### config.mk
export PLATFORM = sky130hd
export DESIGN_NAME = apb_mem_responder
export DESIGN_NICKNAME = d
export VERILOG_FILES = /design/src/rtl/apb_resp_pkg.sv /design/src/rtl/apb_wait_counter.sv /design/src/rtl/apb_mem_responder.sv
export SDC_FILE = /design/constraint.sdc
export NUM_CORES = 1
export LEC_CHECK = 0
export CAP_MARGIN = 10
export CELL_PAD_IN_SITES_DETAIL_PLACEMENT = 1
export CELL_PAD_IN_SITES_GLOBAL_PLACEMENT = 2
export CORE_AREA = 2 2 202 254
export DETAILED_ROUTE_END_ITERATION = 16
export DIE_AREA = 0 0 204 256
export GPL_TIMING_DRIVEN = 0
export PLACE_DENSITY_LB_ADDON = 0.1
export SLEW_MARGIN = 10
export SYNTH_ARGS = -nofsm -noshare
export SYNTH_HDL_FRONTEND = slang
export SYNTH_SLANG_ARGS = --single-unit
### constraint.sdc
create_clock -name clk -period 8.4 [get_ports clk]
set_input_delay 1.68 -clock clk [delete_from_list [all_inputs] [get_ports clk]]
set_output_delay 1.68 -clock clk [all_outputs]
set_load 0.02 [all_outputs]
### src/rtl/apb_resp_pkg.sv
// Shared types and helpers for the APB memory responder.
// Holds the FSM state enum, the data width and the address checker.
package apb_resp_pkg;

  typedef enum logic [1:0] {
    ST_IDLE,
    ST_SETUP,
    ST_ACCESS
  } state_t;

  localparam int APB_DATA_W = 32;

  // Legal when word aligned and no bit above the word-index field is set.
  function automatic logic addr_ok(
    input logic [63:0] paddr,
    input int unsigned depth
  );
    int unsigned iw;
    iw = $clog2(depth);
    return (paddr[1:0] == 2'b00) && ((paddr >> (iw + 2)) == 64'd0);
  endfunction

endpackage

### src/rtl/apb_wait_counter.sv
// Wait-state counter for the APB responder access phase.
// Ports: clk, reset, clr (zero), en (count), done (count == WAIT_CYCLES).
module apb_wait_counter #(
  parameter int WAIT_CYCLES = 1
) (
  input  logic clk,
  input  logic reset,
  input  logic clr,
  input  logic en,
  output logic done
);

  logic [2:0] cnt;

  assign done = (cnt == 3'(WAIT_CYCLES));

  always_ff @(posedge clk) begin
    if (reset || clr) begin
      cnt <= '0;
    end else if (en && !done) begin
      cnt <= cnt + 3'd1;
    end
  end

endmodule

### src/rtl/apb_mem_responder.sv
// APB completer fronting a word-addressed register memory.
// Ports: clk, reset, APB psel/penable/pwrite/paddr/pwdata in;
// pready/prdata/pslverr out, plus sticky protocol_err_o.
module apb_mem_responder
  import apb_resp_pkg::*;
#(
  parameter int DEPTH       = 16,
  parameter int ADDR_W      = 32,
  parameter int WAIT_CYCLES = 1
) (
  input  logic                  clk,
  input  logic                  reset,
  input  logic                  psel_i,
  input  logic                  penable_i,
  input  logic                  pwrite_i,
  input  logic [ADDR_W-1:0]     paddr_i,
  input  logic [APB_DATA_W-1:0] pwdata_i,
  output logic                  pready_o,
  output logic [APB_DATA_W-1:0] prdata_o,
  output logic                  pslverr_o,
  output logic                  protocol_err_o
);

  localparam int IW = $clog2(DEPTH);

  state_t                state;
  logic [APB_DATA_W-1:0] mem [DEPTH];
  logic [IW-1:0]         idx;
  logic                  in_acc;
  logic                  active;
  logic                  done;
  logic                  ready;
  logic                  ok;

  // ST_SETUP marks the first penable cycle (the setup phase itself is
  // seen while idle), so a zero-wait transfer completes in ST_SETUP.
  assign in_acc = (state == ST_SETUP) || (state == ST_ACCESS);
  assign active = in_acc && psel_i && penable_i;
  assign ready  = active && done;

  assign idx = paddr_i[IW+1:2];
  assign ok  = addr_ok(64'(paddr_i), DEPTH);

  assign pready_o  = ready;
  assign pslverr_o = ready && !ok;
  assign prdata_o  = (ready && !pwrite_i && ok) ? mem[idx] : '0;

  apb_wait_counter #(
    .WAIT_CYCLES(WAIT_CYCLES)
  ) u_wait (
    .clk  (clk),
    .reset(reset),
    .clr  (!active || ready),
    .en   (active),
    .done (done)
  );

  always_ff @(posedge clk) begin
    if (reset) begin
      state          <= ST_IDLE;
      protocol_err_o <= 1'b0;
      for (int i = 0; i < DEPTH; i++) begin
        mem[i] <= '0;
      end
    end else begin
      unique case (state)
        ST_IDLE: begin
          if (psel_i && penable_i) begin
            protocol_err_o <= 1'b1;
          end else if (psel_i) begin
            state <= ST_SETUP;
          end
        end
        ST_SETUP, ST_ACCESS: begin
          if (!active) begin
            protocol_err_o <= 1'b1;
            state          <= ST_IDLE;
          end else if (done) begin
            state <= ST_IDLE;
            if (pwrite_i && ok) begin
              mem[idx] <= pwdata_i;
            end
          end else begin
            state <= ST_ACCESS;
          end
        end
        default: state <= ST_IDLE;
      endcase
    end
  end

endmodule

==> results by group <==
Clocking
  – Clock insertion delay at the later pin of the skew report: 0.60 ns
  – CTS buffer count: 52
  – Clock transition at path regs: 0.06 ns
  – CTS tree: yes
  – Post-CTS sizing: 0
  – Clk sink count: 518
  – Post-CTS setup buffers: 0
  – H-Tree Level Count: 2
  – Root Buffer Master: clkbuf_16
  – Hold Buf Count CTS: 0
  – Clock Tree Buf Depth: 3

Min path
  – WHS Path Cells: 1
  – Worst Hold Class: register to register

Power
  – Power per cell area: 210 nW/µm²
  – Lkg Pwr: 8.15 nW
  – Final Total Pwr: 5.45 mW
  – Maximum vdd ir drop: 158 µV

Routing
  – 1st-iter DRT viols: 1217
  – DR vias: 13900
  – Vias/cell: 5.86
  – Antenna viol nets, final: 0
  – Routed WL per cell: 29.3 µm
  – 1st-pass router iterations: 5
  – Drt total wl: 69500 µm
  – DRC: 0

Global routing
  – Grt ovf: 0
  – First-pass GRT wire length: 100000 µm
  – Vias in the first global route: 14900
  – Gr usage total: 27.1%
  – Largest net degree at the start of global routing: 21
  – Initial antenna violation count: 0

Placement
  – Gp weighted congestion: 0.766
  – I/O Buffers: 102
  – Post-DP Area: 24400 µm²
  – Post-place setup slack: 1.38 ns
  – Cells after DPL: 2282
  – Post-DP HPWL: 48000 µm

Setup path
  – Crit path DAT: 5.40 ns
  – Critical-path cell list: clkdlybuf4s50_1, buf_1, buf_1, mux4_2, a22oi_1, a21oi_1, clkdlybuf4s50_1
  – Worst path bufs/invs: 4
  – Endpoint class of the critical path: output pin
  – WP depth: 7
  – Family with the most delay on the worst path: buffers and inverters
  – CP max-delay cell: buf_1
  – Worst Setup Start Kind: input port
  – Critical path's largest stage delay: 0.91 ns
  – Worst-path maximum fanout: 10
  – CP required: 6.72 ns
  – Setup CP Type: input port to output pin
  – R2R cell count: 8

Floorplan
  – Die area: 52200 µm²
  – Site Rows: 92
  – Initial core utilization: 44.4%
  – Die height: 256 µm
  – Core area: 50000 µm²
  – Ports: 104
  – Die width: 204 µm

Finish
  – Antenna cell count: 0
  – Non-filler cells, final: 2376
  – Final core occ: 51.9%
  – Layout cells sized above 1: 14.2%
  – Area grow syn2layout: 16.8%
  – Fin area: 25900 µm²
  – Fill cell count: 4950
  – # nets final: 1750

STA
  – Max Slew Vio Count: 0
  – Worst Max-Slew Pin Slew: 1.14 ns
  – Final worst setup slack: 1.32 ns
  – Final hold violations: 0
  – Crit share post-route: 84.3%
  – Setup_tns: 0 ns
  – Min Tclk post-route: 7.08 ns
  – Unrepaired setup endpoints after global routing: no
  – Fmax: 141 MHz
  – Rel. slew slack: 23.9%
  – Setup Skew: 0.0156 ns
  – Final setup viols: 0
  – WHS: 0.458 ns

Synth
  – Count of flip-flops with a built-in enable after synthesis: 512
  – Primary FF master, synth: edfxtp_1
  – Synth Register Bits: 518
  – YS warnings: 0
  – Post-synthesis sequential area ratio: 69.8%
  – Library cells used by synthesis: 34
  – Asr flop ratio synth: 0%
  – Top cells by area, synth: edfxtp_1 (69%), mux4_2 (13%), nor2_1 (8.8%)
  – Cells after synthesis: 1506
  – Post-Syn Area: 22200 µm²
  – Mapped Nets: 1578
  – Avg Cell Area, Syn: 14.7 µm²
  – Synth top area share: 69.3%
  – Cell taking the most area after synthesis: edfxtp_1

Run status
  – Outcome: completed

Run
  – Max cap viols: 0
[kinds of logic after synthesis]
group	count (synthesis)	synth area share [%]
and+or+nand+nor	622	11.1
DFF	518	69.8
muxes	129	13.0
buffers and inverters	117	2.10
AOI/OAI and AO/OA	116	3.72
adders and majority gates	3	0.169
xor gates and xnor gates	1	0.0395
[synth_stat cells (all sizes together), types with 4 or more instances]
cell type    n
buf         46
and2         4
edfxtp     512
a21oi       33
nand2       64
nand4b       5
mux4       128
nor4         6
a41o        16
dfxtp        6
clkbuf      66
a22oi       64
nor2       522
inv          5
nor2b        4
nand4        5
[power breakdown]
group          internal (mW)  switching (mW)  leakage [nW]
clock                   1.19           0.983         0.754
sequential              2.91          0.0224          5.35
combinational          0.144           0.195          2.05
[registers in the layout, summed over array words and instances, names as in the netlist]
signal	count
mem	512
u_wait.cnt	3
state	2
protocol_err_o	1
[per-layer routing]
metal  track usage (%)  share of wire (%)  up-vias
met1              33.6                 38     7383
li1                  -                  -     5987
met4              8.66                3.0        0
met5                 0                  0        -
met2              48.6                 53      431
met3              3.96                5.6      113
[layout by cell type, fill, tap and decap left out, types with 2 or more instances in the layout]
| master | synthesis | layout |
|---|---|---|
| nand2_1 | 64 | 64 |
| and2_1 | 4 | 4 |
| or4_1 | 3 | 3 |
| clkbuf_16 | 0 | 54 |
| nor2b_1 | 4 | 4 |
| nor4_1 | 4 | 4 |
| clkdlybuf4s50_1 | 0 | 102 |
| inv_1 | 5 | 5 |
| edfxtp_1 | 512 | 512 |
| clkinv_2 | 0 | 5 |
| nand4b_1 | 5 | 5 |
| a21oi_1 | 33 | 33 |
| nand4_1 | 5 | 5 |
| a22oi_1 | 64 | 64 |
| nand2b_1 | 2 | 2 |
| a41o_2 | 0 | 16 |
| dfxtp_1 | 6 | 6 |
| clkbuf_1 | 66 | 73 |
| buf_1 | 28 | 28 |
| nor2_1 | 522 | 522 |
| buf_2 | 16 | 16 |
| nand3_1 | 2 | 2 |
| buf_12 | 0 | 16 |
| clkinv_1 | 0 | 25 |
| ha_1 | 3 | 3 |
| mux4_2 | 128 | 128 |
| buf_4 | 2 | 2 |
[layout make-up]
class | instances | area (µm²) | share of cell area, %
flip-flops and latches | 518 | 15500 | 59.7
multi-input cells | 871 | 6260 | 24.1
clock buffers | 61 | 1380 | 5.31
repair buffers | 118 | 1340 | 5.17
well taps | 658 | 823 | 3.17
plain buffers | 112 | 448 | 1.73
clock inverters | 33 | 173 | 0.666
inverters | 5 | 18.8 | 0.0724
[worst paths after layout]
kind	startpoint	endpoint	slack, ns
max	paddr_i[3]	prdata_o[24]	1.32
min	u_wait.cnt[0]	u_wait.cnt[0]	0.46
max reg2reg	state[1]	mem[5][27]	5.19
min reg2reg	u_wait.cnt[0]	u_wait.cnt[0]	0.46
(Power assumes the default switching activity.)
